`src/rtl/stack_seq_if.sv`:
```
`timescale 1ns/1ps
// -----------------------------------------------------------------------------
// stack_seq_if
//
// Purpose : Groups the signals between the stack sequencer and its
//           environment. The environment includes the op requester and the
//           external stack that supplies top/next and takes push/drop strobes.
//
// Signals :
//   op_valid, op, op_data : operation request, opcode and PUSH literal
//   op_ready              : sequencer can accept an operation
//   push, drop, D         : strobes to the external stack, push data word
//   top, next             : current top and second stack entries
//   depth                 : entry count tracked by the sequencer (7 bits)
//   err_ovf, err_udf      : sticky overflow / underflow flags
//
// Modports:
//   master : the environment (requester plus external stack)
//   slave  : the sequencer (stack_seq)
// -----------------------------------------------------------------------------
interface stack_seq_if #(
  parameter int WIDTH = 36
);
  logic             op_valid;
  logic             op_ready;
  logic [2:0]       op;
  logic [WIDTH-1:0] op_data;
  logic             push;
  logic [WIDTH-1:0] D;
  logic             drop;
  logic [WIDTH-1:0] top;
  logic [WIDTH-1:0] next;
  logic [6:0]       depth;
  logic             err_ovf;
  logic             err_udf;

  modport master (
    output op_valid, op, op_data, top, next,
    input  op_ready, push, D, drop, depth, err_ovf, err_udf
  );

  modport slave (
    input  op_valid, op, op_data, top, next,
    output op_ready, push, D, drop, depth, err_ovf, err_udf
  );
endinterface

```
`src/rtl/stack_seq.sv`:
```
`timescale 1ns/1ps
// -----------------------------------------------------------------------------
// stack_seq
//
// Purpose : Expands stack operations (PUSH, DROP, DUP, OVER, SWAP, NIP, NOP)
//           into sequences of one-cycle push/drop strobes for an external
//           stack. Every strobe is followed by a gap cycle, so strobes never
//           fall on adjacent cycles. The sequencer also tracks the stack depth.
//
// Ports   :
//   clk  - sole clock, rising edge
//   rst  - asynchronous, active-high reset
//   bus  - stack_seq_if.slave: op_valid/op_ready/op/op_data request side,
//          push/drop/D strobes, top/next stack view, depth, err_ovf/err_udf
//
// Parameters:
//   WIDTH - stack word width in bits
//   DEPTH - stack capacity in words (at most 127, since depth is 7 bits)
//
// Configuration macro:
//   STACK_SEQ_CHECK_EN - when defined, ops that would underflow or overflow
//                        are turned into NOPs and set sticky err_udf/err_ovf.
//                        When undefined, every op executes, the error flags
//                        are tied low and depth wraps modulo 128.
// -----------------------------------------------------------------------------
module stack_seq #(
  parameter int WIDTH = 36,
  parameter int DEPTH = 64
) (
  input  logic        clk,
  input  logic        rst,
  stack_seq_if.slave  bus
);

  // depth is a 7-bit count, so the capacity must fit in it.
  if (DEPTH < 1 || DEPTH > 127) begin : g_bad_depth
    $error("stack_seq: DEPTH must be in 1..127");
  end

  localparam logic [2:0] OP_NOP  = 3'd0;
  localparam logic [2:0] OP_PUSH = 3'd1;
  localparam logic [2:0] OP_DROP = 3'd2;
  localparam logic [2:0] OP_DUP  = 3'd3;
  localparam logic [2:0] OP_OVER = 3'd4;
  localparam logic [2:0] OP_SWAP = 3'd5;
  localparam logic [2:0] OP_NIP  = 3'd6;

  // Source of a pushed word.
  localparam logic [1:0] SRC_LIT  = 2'd0;
  localparam logic [1:0] SRC_TOP  = 2'd1;
  localparam logic [1:0] SRC_NEXT = 2'd2;

  typedef enum logic [1:0] {
    IDLE  = 2'd0,
    PULSE = 2'd1,
    GAP   = 2'd2
  } state_t;

  typedef struct packed {
    logic       is_push;
    logic       is_drop;
    logic [1:0] src;
  } step_t;

  // Number of strobes an opcode expands to.
  function automatic logic [2:0] step_count(input logic [2:0] o);
    logic [2:0] n;
    n = 3'd0;
    case (o)
      OP_PUSH, OP_DROP, OP_DUP, OP_OVER: n = 3'd1;
      OP_SWAP:                           n = 3'd4;
      OP_NIP:                            n = 3'd3;
      default:                           n = 3'd0;
    endcase
    return n;
  endfunction

  // Kind and data source of step idx of opcode o.
  function automatic step_t step_decode(input logic [2:0] o, input logic [1:0] idx);
    step_t s;
    s = '{is_push: 1'b0, is_drop: 1'b0, src: SRC_LIT};
    case (o)
      OP_PUSH: s = '{is_push: 1'b1, is_drop: 1'b0, src: SRC_LIT};
      OP_DROP: s = '{is_push: 1'b0, is_drop: 1'b1, src: SRC_LIT};
      OP_DUP:  s = '{is_push: 1'b1, is_drop: 1'b0, src: SRC_TOP};
      OP_OVER: s = '{is_push: 1'b1, is_drop: 1'b0, src: SRC_NEXT};
      OP_SWAP: begin
        case (idx)
          2'd0, 2'd1: s = '{is_push: 1'b0, is_drop: 1'b1, src: SRC_LIT};
          2'd2:       s = '{is_push: 1'b1, is_drop: 1'b0, src: SRC_TOP};
          default:    s = '{is_push: 1'b1, is_drop: 1'b0, src: SRC_NEXT};
        endcase
      end
      OP_NIP: begin
        case (idx)
          2'd0, 2'd1: s = '{is_push: 1'b0, is_drop: 1'b1, src: SRC_LIT};
          default:    s = '{is_push: 1'b1, is_drop: 1'b0, src: SRC_TOP};
        endcase
      end
      default: s = '{is_push: 1'b0, is_drop: 1'b0, src: SRC_LIT};
    endcase
    return s;
  endfunction

  function automatic logic [WIDTH-1:0] src_mux(input logic [1:0]       src,
                                               input logic [WIDTH-1:0] lit,
                                               input logic [WIDTH-1:0] t,
                                               input logic [WIDTH-1:0] n);
    logic [WIDTH-1:0] v;
    case (src)
      SRC_TOP:  v = t;
      SRC_NEXT: v = n;
      default:  v = lit;
    endcase
    return v;
  endfunction

  // ---------------------------------------------------------------------------
  // State
  // ---------------------------------------------------------------------------
  state_t           state_q, state_d;
  logic [2:0]       op_q, op_d;
  logic [2:0]       step_q, step_d;      // strobes already launched for op_q
  logic [WIDTH-1:0] lit_q, lit_d;
  logic [WIDTH-1:0] top_q, top_d;        // top/next snapshot taken at acceptance
  logic [WIDTH-1:0] next_q, next_d;
  logic [WIDTH-1:0] d_q, d_d;
  logic             push_q, push_d;
  logic             drop_q, drop_d;
  logic [6:0]       depth_q, depth_d;

  logic             accept;
  logic             reject;              // accepted but executed as a NOP
  logic             udf_hit;
  logic             ovf_hit;

  // The first step is launched from the live inputs at the acceptance edge;
  // later steps come from the snapshot so SWAP/NIP see pre-drop values.
  step_t            first_step;
  logic [WIDTH-1:0] first_val;
  step_t            cont_step;
  logic [WIDTH-1:0] cont_val;

  assign accept     = bus.op_valid && (state_q == IDLE);

  assign first_step = step_decode(bus.op, 2'd0);
  assign first_val  = src_mux(first_step.src, bus.op_data, bus.top, bus.next);
  assign cont_step  = step_decode(op_q, step_q[1:0]);
  assign cont_val   = src_mux(cont_step.src, lit_q, top_q, next_q);

`ifdef STACK_SEQ_CHECK_EN
  localparam logic [6:0] DEPTH_MAX = 7'(DEPTH);

  function automatic logic [6:0] entries_needed(input logic [2:0] o);
    logic [6:0] n;
    case (o)
      OP_DROP, OP_DUP:          n = 7'd1;
      OP_OVER, OP_SWAP, OP_NIP: n = 7'd2;
      default:                  n = 7'd0;
    endcase
    return n;
  endfunction

  function automatic logic is_net_push(input logic [2:0] o);
    return (o == OP_PUSH) || (o == OP_DUP) || (o == OP_OVER);
  endfunction

  logic ovf_q, udf_q;

  // depth_q is settled whenever the FSM is IDLE: the last strobe of the
  // previous op ended at least one cycle earlier.
  assign udf_hit = accept && (depth_q < entries_needed(bus.op));
  assign ovf_hit = accept && is_net_push(bus.op) && (depth_q == DEPTH_MAX);
  assign reject  = udf_hit || ovf_hit;

  always_ff @(posedge clk or posedge rst) begin
    if (rst) begin
      ovf_q <= 1'b0;
      udf_q <= 1'b0;
    end else begin
      ovf_q <= ovf_q | ovf_hit;
      udf_q <= udf_q | udf_hit;
    end
  end

  assign bus.err_ovf = ovf_q;
  assign bus.err_udf = udf_q;
`else
  assign udf_hit     = 1'b0;
  assign ovf_hit     = 1'b0;
  assign reject      = udf_hit | ovf_hit;
  assign bus.err_ovf = 1'b0;
  assign bus.err_udf = 1'b0;
`endif

  // ---------------------------------------------------------------------------
  // Next-state logic
  // ---------------------------------------------------------------------------
  always_comb begin
    state_d = state_q;
    op_d    = op_q;
    step_d  = step_q;
    lit_d   = lit_q;
    top_d   = top_q;
    next_d  = next_q;
    d_d     = d_q;
    push_d  = 1'b0;
    drop_d  = 1'b0;

    unique case (state_q)
      IDLE: begin
        if (accept) begin
          lit_d  = bus.op_data;
          top_d  = bus.top;
          next_d = bus.next;
          if (reject || (step_count(bus.op) == 3'd0)) begin
            // Empty step list: a single ready-low cycle without strobes.
            op_d    = OP_NOP;
            step_d  = 3'd0;
            state_d = GAP;
          end else begin
            op_d    = bus.op;
            step_d  = 3'd1;
            state_d = PULSE;
            push_d  = first_step.is_push;
            drop_d  = first_step.is_drop;
            if (first_step.is_push) begin
              d_d = first_val;
            end
          end
        end
      end

      PULSE: begin
        state_d = GAP;
      end

      GAP: begin
        if (step_q < step_count(op_q)) begin
          step_d  = step_q + 3'd1;
          state_d = PULSE;
          push_d  = cont_step.is_push;
          drop_d  = cont_step.is_drop;
          if (cont_step.is_push) begin
            d_d = cont_val;
          end
        end else begin
          state_d = IDLE;
        end
      end

      default: begin
        state_d = IDLE;
      end
    endcase
  end

  // depth follows the strobe that is active during this cycle.
  assign depth_d = depth_q + 7'(push_q) - 7'(drop_q);

  // ---------------------------------------------------------------------------
  // Registers
  // ---------------------------------------------------------------------------
  always_ff @(posedge clk or posedge rst) begin
    if (rst) begin
      state_q <= IDLE;
      op_q    <= OP_NOP;
      step_q  <= 3'd0;
      lit_q   <= '0;
      top_q   <= '0;
      next_q  <= '0;
      d_q     <= '0;
      push_q  <= 1'b0;
      drop_q  <= 1'b0;
      depth_q <= 7'd0;
    end else begin
      state_q <= state_d;
      op_q    <= op_d;
      step_q  <= step_d;
      lit_q   <= lit_d;
      top_q   <= top_d;
      next_q  <= next_d;
      d_q     <= d_d;
      push_q  <= push_d;
      drop_q  <= drop_d;
      depth_q <= depth_d;
    end
  end

  assign bus.op_ready = (state_q == IDLE);
  assign bus.push     = push_q;
  assign bus.drop     = drop_q;
  assign bus.D        = d_q;
  assign bus.depth    = depth_q;

endmodule

```
`src/flat_wrapper.sv`:
```
// flat-port wrapper written by rule: the top's interface ports become plain ports
module stack_seq_flat 
#(
  parameter int WIDTH = 36,
  parameter int DEPTH = 64
)
  (clk, rst, bus_op_valid, bus_op, bus_op_data, bus_top, bus_next, bus_op_ready, bus_push, bus_D, bus_drop, bus_depth, bus_err_ovf, bus_err_udf);
  stack_seq_if #(.WIDTH(WIDTH)) bus_i ();
  input  logic clk;
  input  logic rst;
  input wire logic [$bits(bus_i.op_valid)-1:0] bus_op_valid;
  input wire logic [$bits(bus_i.op)-1:0] bus_op;
  input wire logic [$bits(bus_i.op_data)-1:0] bus_op_data;
  input wire logic [$bits(bus_i.top)-1:0] bus_top;
  input wire logic [$bits(bus_i.next)-1:0] bus_next;
  output wire logic [$bits(bus_i.op_ready)-1:0] bus_op_ready;
  output wire logic [$bits(bus_i.push)-1:0] bus_push;
  output wire logic [$bits(bus_i.D)-1:0] bus_D;
  output wire logic [$bits(bus_i.drop)-1:0] bus_drop;
  output wire logic [$bits(bus_i.depth)-1:0] bus_depth;
  output wire logic [$bits(bus_i.err_ovf)-1:0] bus_err_ovf;
  output wire logic [$bits(bus_i.err_udf)-1:0] bus_err_udf;
  assign bus_i.op_valid = bus_op_valid;
  assign bus_i.op = bus_op;
  assign bus_i.op_data = bus_op_data;
  assign bus_i.top = bus_top;
  assign bus_i.next = bus_next;
  assign bus_op_ready = bus_i.op_ready;
  assign bus_push = bus_i.push;
  assign bus_D = bus_i.D;
  assign bus_drop = bus_i.drop;
  assign bus_depth = bus_i.depth;
  assign bus_err_ovf = bus_i.err_ovf;
  assign bus_err_udf = bus_i.err_udf;
  stack_seq #(.WIDTH(WIDTH), .DEPTH(DEPTH)) u_core (.clk(clk), .rst(rst), .bus(bus_i));
endmodule
```
`config.mk`:
```
export PLATFORM = sky130hd
export DESIGN_NAME = stack_seq_flat
export DESIGN_NICKNAME = d
export VERILOG_FILES = /design/src/rtl/stack_seq_if.sv /design/src/rtl/stack_seq.sv /design/src/flat_wrapper.sv
export SDC_FILE = /design/constraint.sdc
export NUM_CORES = 1
export LEC_CHECK = 0
export CORE_ASPECT_RATIO = 1.75
export CORE_UTILIZATION = 58
export CTS_BUF_LIST = sky130_fd_sc_hd__clkbuf_4 sky130_fd_sc_hd__clkbuf_8
export DETAILED_ROUTE_END_ITERATION = 8
export PLACE_DENSITY = 0.88
export SLEW_MARGIN = 10
export SYNTH_ARGS = -nofsm -noshare
export SYNTH_HDL_FRONTEND = slang
export SYNTH_SLANG_ARGS = --single-unit
```
`constraint.sdc`:
```
create_clock -name clk -period 18.1 [get_ports clk]
set_input_delay 5.43 -clock clk [delete_from_list [all_inputs] [get_ports clk]]
set_output_delay 5.43 -clock clk [all_outputs]
set_load 0.02 [all_outputs]
```
Yosys cells after proc, flatten, opt, wreduce, memory -nomap -nowiden
Cells that the tools add are included.
Operators by class
  $add $sub $neg: 3
  order comparisons: 1
  eq/ne operators: 25
  mux-type cells: 34
  reductions and logical operators: 12
Operator list (count)
  36-bit one-hot mux with 2 select lines: 3
  36-bit two-way mux: 5
  4-bit one-hot mux with 6 select lines: 1
  3-bit equality test, second input constant: 6
  3-bit two-way mux: 6
  3-bit one-hot mux with 3 select lines: 2
  4-bit one-hot mux with 4 select lines: 1
  3-bit by 2-bit equality test with 1-bit output, second input constant: 4
  2-bit by 1-bit equality test with 1-bit output, second input constant: 4
  2-bit equality test, second input constant: 4
  1-bit two-way mux: 8
  2-bit by 1-bit != test with 1-bit output, second input constant: 4
  4-bit one-hot mux with 2 select lines: 1
  4-bit OR reduction: 2
  7-bit by 1-bit adder with 7-bit output: 1
  7-bit by 1-bit subtractor with 7-bit output: 1
  3-bit by 1-bit equality test with 1-bit output, second input constant: 2
  2-bit one-hot mux with 3 select lines: 1
  3-bit one-hot mux with 2 select lines: 1
  6-bit AND reduction: 1
  2-bit logical NOT: 2
  2-bit two-way mux: 2
  4-bit two-way mux: 1
  1-bit one-hot mux with 2 select lines: 2
  other kinds (10): 10
Storage, ports and cells
  bits in registers: 161
  input bits: 114
  logic and storage cells: 85

Depth between registers and ports, before layout
Gate-level depths: netlist of the first run.
  depth after elaboration: 9
  gate-level depth with buffers: 12
  mapped depth without buffers: 10

Least setup slack after synthesis of the first run
Ideal clock, no wire load.
  path type: input to register
  start point: in bus_op[0]
  end point: reg u_core.d_q[28] (netlist: u_core.bus.D[28])
  library setup time: 0.125 ns
  arrival time: 7.365 ns
  required time: 17.975 ns
  setup slack: 10.610 ns
  stages: 9
  buffers on the path: 3
  cell sequence: buf_6 > or3b_2 > ha_1 > clkbuf_1 > inv_1 > clkbuf_1 > o21ai_0 > o22ai_1 > mux2_4
On the way
  cells in the longest elaborated chain, start to end: 9
  elaborated cells between the ends (all ways): 23
  those cells by class: 10 x eq/ne; 9 x mux; 4 x reduce/logical
Ends and longest elaborated chain
  start, declared: line flat_wrapper.sv:12  | input wire logic [$bits(bus_i.op)-1:0] bus_op;
  3-bit by 2-bit equality test with 1-bit output / 3-bit equality test (equally long branches): line stack_seq.sv:69, stack_seq.sv:82
  3-bit OR reduction (no source line)
  4-bit one-hot mux with 4 select lines: line stack_seq.sv:82  | case (o)
  2-bit equality test / 2-bit by 1-bit equality test with 1-bit output (equally long branches): line stack_seq.sv:110  | case (src)
  36-bit one-hot mux with 2 select lines: line stack_seq.sv:110
  36-bit two-way mux: line stack_seq.sv:227  | if (first_step.is_push) begin
  36-bit two-way mux: line stack_seq.sv:216  | if (reject || (step_count(bus.op) == 3'd0)) begin
  36-bit two-way mux: line stack_seq.sv:212  | if (accept) begin
  36-bit one-hot mux with 2 select lines: line stack_seq.sv:210  | unique case (state_q)
  end signal, assigned: line stack_seq.sv:272  | d_q <= '0;
  end signal, assigned: line stack_seq.sv:283  | d_q <= d_d;
  end, declared: line stack_seq.sv:127  | logic [WIDTH-1:0] d_q, d_d;
Several ways; a longest one is shown, not always the timed one. The select of a mux whose other input is x is not followed.
A chain may end at the register's enable or synchronous reset.

Worst setup path in the final report of the first run
  start point: in bus_op[2]
  end point: reg u_core.d_q[30] (netlist: u_core.bus.D[30])
Same word-level chain as after synthesis.

==> impl_results.html, run 1 <==
<table>
<tr><th>Metric</th><th>Value</th></tr>
<tr><th colspan="2">Drt</th></tr>
<tr><td>Detail-routed net length per standard cell</td><td>19.5 um</td></tr>
<tr><td>Routed Antenna Nets</td><td>0</td></tr>
<tr><td>Average via count per standard cell</td><td>6.32</td></tr>
<tr><td>Wirelength, routed</td><td>23,500 um</td></tr>
<tr><td>Post-route DRC</td><td>0</td></tr>
<tr><td>Iter 0 DRT Violations</td><td>727</td></tr>
<tr><td>Vias post-DR</td><td>7,639</td></tr>
<tr><td>Number of search-and-repair iterations in the first detailed-routing pass</td><td>6</td></tr>
<tr><th colspan="2">Global routing</th></tr>
<tr><td>Number of global-route vias before repair</td><td>7,764</td></tr>
<tr><td>First-pass GRT wire length</td><td>38,200 um</td></tr>
<tr><td>GR Layer Usage met1</td><td>0.398</td></tr>
<tr><td>Global route total overflow</td><td>0</td></tr>
<tr><td>GR peak layer</td><td>met2</td></tr>
<tr><td>GRT Total Usage</td><td>0.333</td></tr>
<tr><td>Met2 track demand over resource</td><td>0.552</td></tr>
<tr><td>Initial antenna violation count</td><td>0</td></tr>
<tr><td>Maximum number of pins on one net before global-route repair</td><td>90</td></tr>
<tr><td>Met3 demand-to-capacity share in global routing</td><td>0.0594</td></tr>
<tr><th colspan="2">Die</th></tr>
<tr><td>Die width</td><td>91.6 um</td></tr>
<tr><td>Starting density of the core</td><td>0.592</td></tr>
<tr><td>Number of placed I/O pins</td><td>162</td></tr>
<tr><td>Y dimension of the die</td><td>159 um</td></tr>
<tr><td>Area of the core region</td><td>13,800 um2</td></tr>
<tr><td>Floorplan row count</td><td>57</td></tr>
<tr><td>Die ar.</td><td>14,500 um2</td></tr>
<tr><th colspan="2">Final layout</th></tr>
<tr><td>Leading cell types in the layout, fill and taps excluded</td><td>sky130_fd_sc_hd__nand2_1, sky130_fd_sc_hd__dfrtp_1, sky130_fd_sc_hd__clkdlybuf4s50_1</td></tr>
<tr><td>Layout Cells excl Fill</td><td>1,208</td></tr>
<tr><td>Post-Route Utilization</td><td>0.739</td></tr>
<tr><td>Count of filler cells inserted in the layout</td><td>946</td></tr>
<tr><td>Fraction of final layout cells sized beyond drive strength 1</td><td>0.0873</td></tr>
<tr><td>Number of nets in the finished design</td><td>1,150</td></tr>
<tr><td>Area overhead of the layout relative to synthesis</td><td>24.9%</td></tr>
<tr><td>Antenna diode count</td><td>0</td></tr>
<tr><td>Most frequent standard cell in the layout excluding fill and tap cells</td><td>sky130_fd_sc_hd__nand2_1</td></tr>
<tr><th colspan="2">Logic synthesis</th></tr>
<tr><td>Count of warnings emitted by yosys</td><td>0</td></tr>
<tr><td>Predominant post-synthesis flop cell</td><td>sky130_fd_sc_hd__dfrtp_1</td></tr>
<tr><td>Fraction of post-synthesis cell area in the top cell type by area</td><td>0.494</td></tr>
<tr><td>Post-synthesis sequential area ratio</td><td>0.494</td></tr>
<tr><td>Synth area leader</td><td>sky130_fd_sc_hd__dfrtp_1</td></tr>
<tr><td>Number of register bits inferred by synthesis</td><td>161</td></tr>
<tr><td>Cell count after synthesis</td><td>898</td></tr>
<tr><td>Synth top area cells</td><td>sky130_fd_sc_hd__dfrtp_1, sky130_fd_sc_hd__nand2_1, sky130_fd_sc_hd__a221oi_1</td></tr>
<tr><td>Fraction of synthesis flops using an asynchronous set or reset pin</td><td>1.00</td></tr>
<tr><td>Number of enable flip-flop cells after synthesis</td><td>0</td></tr>
<tr><td>Synthesized area</td><td>8150 um2</td></tr>
<tr><td>Synth unique cells</td><td>44</td></tr>
<tr><td>Mean instance size in the synthesized netlist</td><td>9.07 um2</td></tr>
<tr><th colspan="2">Timing</th></tr>
<tr><td>Worst slack on hold paths</td><td>0.474 ns</td></tr>
<tr><td>Final hold vios</td><td>0</td></tr>
<tr><td>Final cycle utilization of the critical path</td><td>0.470</td></tr>
<tr><td>Final setup margin</td><td>9.59 ns</td></tr>
<tr><td>Pins Over Slew Limit</td><td>0</td></tr>
<tr><td># setup viols final</td><td>0</td></tr>
<tr><td>Maximum clock frequency</td><td>117 MHz</td></tr>
<tr><td>Min Tclk post-route</td><td>8.51 ns</td></tr>
<tr><td>Setup repair after global routing missed its margin</td><td>no</td></tr>
<tr><td>Worst Max-Slew Pin Slew</td><td>1.29 ns</td></tr>
<tr><td>Sum of negative setup slack</td><td>0 ns</td></tr>
<tr><td>Layout Skew</td><td>0.0137 ns</td></tr>
<tr><td>Relative max-transition margin</td><td>0.136</td></tr>
<tr><th colspan="2">CTS</th></tr>
<tr><td>Maximum root-to-sink buffer count</td><td>2</td></tr>
<tr><td>Count of buffers added by post-CTS timing repair for setup</td><td>0</td></tr>
<tr><td>Clock transition time at the flip-flop clock pins of the worst setup and hold paths</td><td>0.09 ns</td></tr>
<tr><td>Worst-skew pair later-pin latency</td><td>0.45 ns</td></tr>
<tr><td>H-Tree Depth</td><td>4</td></tr>
<tr><td>Hold buffer count at cts</td><td>0</td></tr>
<tr><td>Clock root buffer master</td><td>sky130_fd_sc_hd__clkbuf_8</td></tr>
<tr><td>Clock tree from TritonCTS</td><td>done</td></tr>
<tr><td>Number of gates resized after cts</td><td>0</td></tr>
<tr><td>Number of sinks on the clock net</td><td>161</td></tr>
<tr><td>Total CTS buffers</td><td>17</td></tr>
<tr><th colspan="2">Placed design</th></tr>
<tr><td>DP HPWL</td><td>14,300 um</td></tr>
<tr><td>Dpl ws</td><td>9.26 ns</td></tr>
<tr><td>Number of cells in the design after placement</td><td>1,176</td></tr>
<tr><td>Number of buffers added on ports</td><td>159</td></tr>
<tr><td>Final Wtd Congestion</td><td>0.842</td></tr>
<tr><th colspan="2">Worst setup path</th></tr>
<tr><td>CP Data Arrival Time</td><td>8.86 ns</td></tr>
<tr><td>Start of the worst register-to-register path</td><td>u_core.step_q[0]</td></tr>
<tr><td>Largest fanout on the critical path</td><td>37</td></tr>
<tr><td>Sort of element at the start of the critical path</td><td>input port</td></tr>
<tr><td>Register-to-register path setup slack</td><td>14.57 ns</td></tr>
<tr><td>Startpoint of the worst setup timing path</td><td>bus_op[2]</td></tr>
<tr><td>Setup CP Type</td><td>input port to register</td></tr>
<tr><td>Req. time, crit path</td><td>18.45 ns</td></tr>
<tr><td>Kind of end point of the critical path</td><td>register</td></tr>
<tr><th colspan="2">Power</th></tr>
<tr><td>Pwr per Cell Area</td><td>179 nW/um2</td></tr>
<tr><td>Static power due to leakage</td><td>0.00485 uW</td></tr>
<tr><td>VDD IR max</td><td>0.0958 mV</td></tr>
<tr><th colspan="2">Status</th></tr>
<tr><td>Result of the run</td><td>complete, no violations</td></tr>
<tr><th colspan="2">Flow run</th></tr>
<tr><td>Number of max-cap violations</td><td>0</td></tr>
<tr><th colspan="2">Min path</th></tr>
<tr><td>Path class of the lowest-slack min-delay path</td><td>register to register</td></tr>
<tr><td>Worst hold path startpoint</td><td>u_core.lit_q[5]</td></tr>
</table>
-- where the power goes --
| part | switching (uW) | internal (uW) |
|---|---|---|
| clock | 139 | 142 |
| sequential | 116 | 537 |
| combinational | 508 | 381 |
-- cells in the mapped netlist (all sizes together), types with 2 or more instances --
master,n
o21ai,77
o211ai,2
ha,17
nand2,338
mux2i,3
o221ai,2
a211o,2
o21a,2
a21o,2
o22ai,37
mux2,36
xnor2,2
or3,2
buf,8
dfrtp,161
or4b,2
inv,25
nor2b,5
a221oi,72
o2111ai,2
nor3,4
clkbuf,63
nand3,5
a21oi,3
nor2,10
a211oi,2
-- final timing paths --
path | to | cells after the start
min in group asynchronous | u_core.bus.D[28] | 2
worst max register to register | u_core.bus.D[28] | 11
max in group asynchronous | u_core.next_q[11] | 3
worst min register to register | u_core.lit_q[5] | 2
worst max-delay path | u_core.bus.D[30] | 8
worst min-delay path | u_core.lit_q[5] | 2
-- metrics by stage --
stage	cell area [um2]	power (uW)
after floorplan	8150	1230
after global placement	9760	1490
after detailed placement	9760	1530
after CTS	10200	1810
after global routing	10200	1930
final	10200	1820
-- area by class of cell --
cell class	instances	area, um2	area share
tap	177	221	0.0218
sequential	161	4030	0.396
clock buffer	19	255	0.0251
multi-input combinational	642	3730	0.367
clock inverter	13	161	0.0159
inverter	25	98.8	0.00971
timing repair buffer	171	1680	0.165
-- cells by family (layout without fill, tap and decap cells) --
group / count (synthesis) / in the layout / share of synthesized area
buffers and inverters: 96 / 228 / 0.0497
AND/OR/NAND/NOR: 372 / 372 / 0.179
other: 1 / 2 / 0.000460
AO/OA/AOI/OAI: 208 / 208 / 0.177
multiplexers: 39 / 39 / 0.0668
flip-flops: 161 / 161 / 0.494
adder cells (fa/ha/maj): 18 / 18 / 0.0286
XOR/XNOR: 3 / 3 / 0.00322
-- routing by layer --
layer,up-vias,share of wire
met1,3701,0.35
met2,485,0.51
met3,112,0.087
li1,3341,-
met4,0,0.054
met5,-,0
-- worst max-delay path, cell delays in order --
cell	delay, ns
sky130_fd_sc_hd__clkdlybuf4s50_1	0.59
sky130_fd_sc_hd__or3b_2	0.50
sky130_fd_sc_hd__ha_1	0.29
sky130_fd_sc_hd__buf_4	0.44
sky130_fd_sc_hd__inv_1	0.71
sky130_fd_sc_hd__o21ai_0	0.47
sky130_fd_sc_hd__o22ai_1	0.12
sky130_fd_sc_hd__mux2_4	0.28
-- sequential cells by signal (all words and copies together) (netlist names) --
signal,flops
u_core.state_q,2
u_core.bus.drop,1
u_core.lit_q,36
u_core.op_q,3
u_core.bus.push,1
u_core.top_q,36
u_core.next_q,36
u_core.step_q,3
u_core.bus.D,36
u_core.bus.depth,7
No activity file was read; power rests on OpenSTA's default activity.
==> run 2: changes to the inputs <==
Settings changed: CORE_UTILIZATION 58 to 54, PLACE_DENSITY 0.88 to 0.83.
Clock period 18.1 ns to 8.7 ns, I/O delays scaled along.
==> impl_results.html, run 2 (synthesis results as in run 1) <==
<table>
<tr><th>Metric</th><th>Value</th></tr>
<tr><th colspan="2">Status</th></tr>
<tr><td>Result of the run</td><td>complete, no violations</td></tr>
<tr><th colspan="2">Drt</th></tr>
<tr><td>Detail-routed net length per standard cell</td><td>19.1 um</td></tr>
<tr><td>Post-route DRC</td><td>0</td></tr>
<tr><td>Number of search-and-repair iterations in the first detailed-routing pass</td><td>5</td></tr>
<tr><td>Routed Antenna Nets</td><td>0</td></tr>
<tr><td>Wirelength, routed</td><td>23,300 um</td></tr>
<tr><td>Average via count per standard cell</td><td>6.17</td></tr>
<tr><td>Vias post-DR</td><td>7,500</td></tr>
<tr><td>Iter 0 DRT Violations</td><td>733</td></tr>
<tr><th colspan="2">Final layout</th></tr>
<tr><td>Number of nets in the finished design</td><td>1,150</td></tr>
<tr><td>Leading cell types in the layout, fill and taps excluded</td><td>sky130_fd_sc_hd__nand2_1, sky130_fd_sc_hd__dfrtp_1, sky130_fd_sc_hd__clkdlybuf4s50_1</td></tr>
<tr><td>Fraction of final layout cells sized beyond drive strength 1</td><td>0.0873</td></tr>
<tr><td>Most frequent standard cell in the layout excluding fill and tap cells</td><td>sky130_fd_sc_hd__nand2_1</td></tr>
<tr><td>Area overhead of the layout relative to synthesis</td><td>24.4%</td></tr>
<tr><td>Layout Cells excl Fill</td><td>1,215</td></tr>
<tr><td>Area of all placed cells without fillers</td><td>10,100 um2</td></tr>
<tr><th colspan="2">Power</th></tr>
<tr><td>Static power due to leakage</td><td>0.00483 uW</td></tr>
<tr><td>Pwr per Cell Area</td><td>367 nW/um2</td></tr>
<tr><td>Power, Total</td><td>3720 uW</td></tr>
<tr><td>VDD IR max</td><td>0.260 mV</td></tr>
<tr><th colspan="2">Timing</th></tr>
<tr><td># setup viols final</td><td>0</td></tr>
<tr><td>Min Tclk post-route</td><td>5.71 ns</td></tr>
<tr><td>Setup repair after global routing missed its margin</td><td>no</td></tr>
<tr><td>Final cycle utilization of the critical path</td><td>0.657</td></tr>
<tr><td>Final setup margin</td><td>2.99 ns</td></tr>
<tr><td>Maximum clock frequency</td><td>175 MHz</td></tr>
<tr><td>Worst Max-Slew Pin Slew</td><td>1.30 ns</td></tr>
<tr><td>Relative max-transition margin</td><td>0.133</td></tr>
<tr><td>Final hold vios</td><td>0</td></tr>
<tr><td>Pins Over Slew Limit</td><td>0</td></tr>
<tr><td>Layout Skew</td><td>0.0183 ns</td></tr>
<tr><td>Sum of negative setup slack</td><td>0 ns</td></tr>
<tr><th colspan="2">CTS</th></tr>
<tr><td>Maximum root-to-sink buffer count</td><td>2</td></tr>
<tr><td>Count of buffers added by post-CTS timing repair for setup</td><td>0</td></tr>
<tr><td>H-Tree Depth</td><td>4</td></tr>
<tr><td>Worst-skew pair later-pin latency</td><td>0.45 ns</td></tr>
<tr><td>Clock root buffer master</td><td>sky130_fd_sc_hd__clkbuf_8</td></tr>
<tr><td>Clock transition time at the flip-flop clock pins of the worst setup and hold paths</td><td>0.10 ns</td></tr>
<tr><td>Number of sinks on the clock net</td><td>161</td></tr>
<tr><td>Number of gates resized after cts</td><td>0</td></tr>
<tr><td>Total CTS buffers</td><td>17</td></tr>
<tr><td>Clock tree from TritonCTS</td><td>done</td></tr>
<tr><td>Hold buffer count at cts</td><td>0</td></tr>
<tr><th colspan="2">Worst setup path</th></tr>
<tr><td>CP Data Arrival Time</td><td>6.05 ns</td></tr>
<tr><td>Kind of end point of the critical path</td><td>register</td></tr>
<tr><td>Largest fanout on the critical path</td><td>37</td></tr>
<tr><td>Setup CP Type</td><td>input port to register</td></tr>
<tr><td>Sort of element at the start of the critical path</td><td>input port</td></tr>
<tr><td>Req. time, crit path</td><td>9.04 ns</td></tr>
<tr><th colspan="2">Placed design</th></tr>
<tr><td>Number of buffers added on ports</td><td>159</td></tr>
<tr><td>DP Area</td><td>9770 um2</td></tr>
<tr><td>Final Wtd Congestion</td><td>0.852</td></tr>
<tr><td>DP HPWL</td><td>14,200 um</td></tr>
<tr><td>Number of cells in the design after placement</td><td>1,182</td></tr>
<tr><td>Dpl ws</td><td>2.59 ns</td></tr>
<tr><th colspan="2">Die</th></tr>
<tr><td>Starting density of the core</td><td>0.549</td></tr>
<tr><td>Area of the core region</td><td>14,800 um2</td></tr>
<tr><td>Number of placed I/O pins</td><td>162</td></tr>
<tr><td>Die ar.</td><td>15,600 um2</td></tr>
<tr><td>Die width</td><td>94.9 um</td></tr>
<tr><td>Y dimension of the die</td><td>165 um</td></tr>
<tr><td>Floorplan row count</td><td>59</td></tr>
<tr><th colspan="2">Global routing</th></tr>
<tr><td>First-pass GRT wire length</td><td>37,000 um</td></tr>
<tr><td>Maximum number of pins on one net before global-route repair</td><td>115</td></tr>
<tr><td>Number of global-route vias before repair</td><td>7,333</td></tr>
<tr><td>Initial antenna violation count</td><td>0</td></tr>
<tr><td>Global route total overflow</td><td>0</td></tr>
<tr><td>GRT Total Usage</td><td>0.312</td></tr>
<tr><th colspan="2">Flow run</th></tr>
<tr><td>Number of max-cap violations</td><td>0</td></tr>
<tr><th colspan="2">Min path</th></tr>
<tr><td>Path class of the lowest-slack min-delay path</td><td>register to register</td></tr>
</table>
==> run 2: path summary, 6_finish.rpt <==
check / startpoint / to / slack [ns] / depth (start not counted)
worst max-delay path: bus_op[2] / u_core.bus.D[19] / 2.99 / 8
worst min-delay path: u_core.lit_q[1] / u_core.lit_q[1] / 0.48 / 2
worst max register to register: u_core.step_q[0] / u_core.bus.D[19] / 5.27 / 10
worst min register to register: u_core.lit_q[1] / u_core.lit_q[1] / 0.48 / 2
max in group asynchronous: rst / u_core.bus.D[28] / 4.63 / 3
min in group asynchronous: rst / u_core.op_q[1] / 2.70 / 2
==> run 2: stage by stage <==
step                      utilization  hold WS (ns)
after CTS                       0.683         0.475
after floorplan                     -         0.440
final                           0.683         0.476
after global placement          0.658         0.451
after detailed placement        0.658         0.457
after global routing            0.683         0.497
==> run 2: critical path: stages <==
cell                              delay [ns]
sky130_fd_sc_hd__clkdlybuf4s50_1        0.61
sky130_fd_sc_hd__or3b_2                 0.51
sky130_fd_sc_hd__ha_1                   0.29
sky130_fd_sc_hd__buf_4                  0.44
sky130_fd_sc_hd__inv_1                  0.71
sky130_fd_sc_hd__o21ai_0                0.44
sky130_fd_sc_hd__o22ai_1                0.12
sky130_fd_sc_hd__mux2_4                 0.28
==> run 2: routing by layer <==
metal	routed length [um]	global-route usage
met5	0	0
met4	1040	0.189
met3	1560	0.0364
met2	11900	0.515
met1	8750	0.388
==> run 2: area by class of cell <==
| type | instances | area (um2) |
|---|---|---|
| clock inverters | 14 | 121 |
| multi-input cells | 642 | 3730 |
| well taps | 183 | 229 |
| flip-flops and latches | 161 | 4030 |
| inverters | 25 | 98.8 |
| repair buffers | 171 | 1680 |
| clock buffers | 18 | 248 |
| fillers | 1166 | 4700 |
| diodes | 1 | 2.50 |
==> run 2: report_power, final <==
group          switching (uW)  internal [uW]
registers                 234           1120
logic                    1060            793
clock network             309            216
total                    1600           2130
==> run 3: changes to the inputs <==
Clock period 8.7 ns to 5.3 ns, I/O delays scaled along.
==> impl_results.html, run 3 (synthesis results as in run 1) <==
<table>
<tr><th>Metric</th><th>Value</th></tr>
<tr><th colspan="2">Power</th></tr>
<tr><td>Static power due to leakage</td><td>0.00485 uW</td></tr>
<tr><td>Power, Total</td><td>6140 uW</td></tr>
<tr><td>Pwr per Cell Area</td><td>603 nW/um2</td></tr>
<tr><td>VDD IR max</td><td>0.308 mV</td></tr>
<tr><th colspan="2">Status</th></tr>
<tr><td>Result of the run</td><td>complete, no violations</td></tr>
<tr><th colspan="2">Global routing</th></tr>
<tr><td>Maximum number of pins on one net before global-route repair</td><td>162</td></tr>
<tr><td>Number of global-route vias before repair</td><td>7,789</td></tr>
<tr><td>Initial antenna violation count</td><td>0</td></tr>
<tr><td>GRT Total Usage</td><td>0.315</td></tr>
<tr><td>First-pass GRT wire length</td><td>37,600 um</td></tr>
<tr><td>Global route total overflow</td><td>0</td></tr>
<tr><th colspan="2">Drt</th></tr>
<tr><td>Average via count per standard cell</td><td>6.10</td></tr>
<tr><td>Wirelength, routed</td><td>23,300 um</td></tr>
<tr><td>Vias post-DR</td><td>7,427</td></tr>
<tr><td>Number of search-and-repair iterations in the first detailed-routing pass</td><td>5</td></tr>
<tr><td>Detail-routed net length per standard cell</td><td>19.2 um</td></tr>
<tr><td>Routed Antenna Nets</td><td>0</td></tr>
<tr><td>Iter 0 DRT Violations</td><td>643</td></tr>
<tr><td>Post-route DRC</td><td>0</td></tr>
<tr><th colspan="2">Worst setup path</th></tr>
<tr><td>Setup CP Type</td><td>input port to register</td></tr>
<tr><td>Largest fanout on the critical path</td><td>19</td></tr>
<tr><td>CP Data Arrival Time</td><td>4.32 ns</td></tr>
<tr><td>Sort of element at the start of the critical path</td><td>input port</td></tr>
<tr><td>Req. time, crit path</td><td>5.64 ns</td></tr>
<tr><td>Kind of end point of the critical path</td><td>register</td></tr>
<tr><th colspan="2">Timing</th></tr>
<tr><td>Setup repair after global routing missed its margin</td><td>no</td></tr>
<tr><td># setup viols final</td><td>0</td></tr>
<tr><td>Layout Skew</td><td>0.0206 ns</td></tr>
<tr><td>Final setup margin</td><td>1.33 ns</td></tr>
<tr><td>Final hold vios</td><td>0</td></tr>
<tr><td>Relative max-transition margin</td><td>0.395</td></tr>
<tr><td>Pins Over Slew Limit</td><td>0</td></tr>
<tr><td>Final cycle utilization of the critical path</td><td>0.750</td></tr>
<tr><td>Sum of negative setup slack</td><td>0 ns</td></tr>
<tr><td>Min Tclk post-route</td><td>3.97 ns</td></tr>
<tr><td>Maximum clock frequency</td><td>252 MHz</td></tr>
<tr><td>Worst Max-Slew Pin Slew</td><td>0.907 ns</td></tr>
<tr><th colspan="2">CTS</th></tr>
<tr><td>Worst-skew pair later-pin latency</td><td>0.46 ns</td></tr>
<tr><td>H-Tree Depth</td><td>4</td></tr>
<tr><td>Maximum root-to-sink buffer count</td><td>2</td></tr>
<tr><td>Count of buffers added by post-CTS timing repair for setup</td><td>0</td></tr>
<tr><td>Number of gates resized after cts</td><td>0</td></tr>
<tr><td>Total CTS buffers</td><td>17</td></tr>
<tr><td>Clock tree from TritonCTS</td><td>done</td></tr>
<tr><td>Clock transition time at the flip-flop clock pins of the worst setup and hold paths</td><td>0.09 ns</td></tr>
<tr><td>Number of sinks on the clock net</td><td>161</td></tr>
<tr><td>Clock root buffer master</td><td>sky130_fd_sc_hd__clkbuf_8</td></tr>
<tr><td>Hold buffer count at cts</td><td>0</td></tr>
<tr><th colspan="2">Placed design</th></tr>
<tr><td>DP HPWL</td><td>14,500 um</td></tr>
<tr><td>Dpl ws</td><td>0.907 ns</td></tr>
<tr><td>Final Wtd Congestion</td><td>0.803</td></tr>
<tr><td>Number of buffers added on ports</td><td>159</td></tr>
<tr><th colspan="2">Final layout</th></tr>
<tr><td>Count of filler cells inserted in the layout</td><td>1,166</td></tr>
<tr><td>Area used by multi-input combinational logic</td><td>3730 um2</td></tr>
<tr><td>Area overhead of the layout relative to synthesis</td><td>25.1%</td></tr>
<tr><td>Post-Route Utilization</td><td>0.687</td></tr>
<tr><td>Number of nets in the finished design</td><td>1,152</td></tr>
<tr><td>Most frequent standard cell in the layout excluding fill and tap cells</td><td>sky130_fd_sc_hd__nand2_1</td></tr>
<tr><td>Sequential cell area</td><td>4030 um2</td></tr>
<tr><td>Fraction of final layout cells sized beyond drive strength 1</td><td>0.0891</td></tr>
<tr><td>Leading cell types in the layout, fill and taps excluded</td><td>sky130_fd_sc_hd__nand2_1, sky130_fd_sc_hd__dfrtp_1, sky130_fd_sc_hd__clkdlybuf4s50_1</td></tr>
<tr><th colspan="2">Die</th></tr>
<tr><td>Floorplan row count</td><td>59</td></tr>
<tr><td>Die width</td><td>94.9 um</td></tr>
<tr><td>Y dimension of the die</td><td>165 um</td></tr>
<tr><td>Area of the core region</td><td>14,800 um2</td></tr>
<tr><td>Number of placed I/O pins</td><td>162</td></tr>
<tr><td>Starting density of the core</td><td>0.549</td></tr>
<tr><td>Die ar.</td><td>15,600 um2</td></tr>
<tr><th colspan="2">Min path</th></tr>
<tr><td>Path class of the lowest-slack min-delay path</td><td>register to register</td></tr>
<tr><th colspan="2">Flow run</th></tr>
<tr><td>Number of max-cap violations</td><td>0</td></tr>
</table>
-- run 3: cell count changes in the layout (fill, tap and decap cells not counted), sizes merged --
cell / delta
buf: +2
bufinv: +1
clkinv: -2
clkinvlp: +3
inv: -2
-- run 3: critical path, cell delays in order --
cell and delay (ns):
sky130_fd_sc_hd__clkdlybuf4s50_1 0.60, sky130_fd_sc_hd__or3b_2 0.50, sky130_fd_sc_hd__ha_1 0.51, sky130_fd_sc_hd__buf_4 0.37, sky130_fd_sc_hd__a221oi_1 0.31, sky130_fd_sc_hd__o22ai_1 0.13, sky130_fd_sc_hd__mux2_4 0.29
-- run 3: report_power, final --
part	total, uW	internal (uW)	switching [uW]	leakage (uW)
Combinational	3040	1310	1730	0.00268
Clock	897	392	505	0.000189
Sequential	2200	1830	372	0.00198
Total	6140	3540	2610	0.00485
-- run 3: layout make-up --
cell class | instances | area share
Antenna cell | 1 | 0.000245
Clock buffer | 18 | 0.0237
Timing Repair Buffer | 173 | 0.169
Inverter | 25 | 0.00957
Multi-Input combinational cell | 642 | 0.366
Clock inverter | 14 | 0.0142
Tap cell | 183 | 0.0225
Sequential cell | 161 | 0.395
-- run 3: path summary, 6_finish.rpt --
check	from	cells past startpoint	slack [ns]	end
setup / recovery	bus_op[2]	7	1.33	u_core.bus.D[16]
hold / removal	u_core.lit_q[32]	2	0.47	u_core.lit_q[32]
setup reg to reg	u_core.step_q[0]	12	1.71	u_core.bus.D[34]
hold reg to reg	u_core.lit_q[32]	2	0.47	u_core.lit_q[32]
max in group asynchronous	rst	3	2.92	u_core.bus.D[28]
min in group asynchronous	rst	3	1.66	u_core.bus.D[32]
-- run 3: through the flow --
| stage | instances | hold slack (ns) | instance area, um2 |
|---|---|---|---|
| 2_1_floorplan | 899 | 0.440 | 8160 |
| 3_3_place_gp | 1184 | 0.451 | 9810 |
| 3_5_place_dp | 1184 | 0.457 | 9810 |
| 4_1_cts | 1216 | 0.479 | 10200 |
| 5_1_grt | 1216 | 0.495 | 10200 |
| 6_report | 1217 | 0.475 | 10200 |
-- run 3: metal layers --
metal | part of all wire | GRT usage | vias up
met5 | 0 | 0 | -
met4 | 0.053 | 0.208 | 0
met3 | 0.067 | 0.0571 | 95
met2 | 0.52 | 0.532 | 375
met1 | 0.36 | 0.359 | 3608
li1 | - | - | 3349
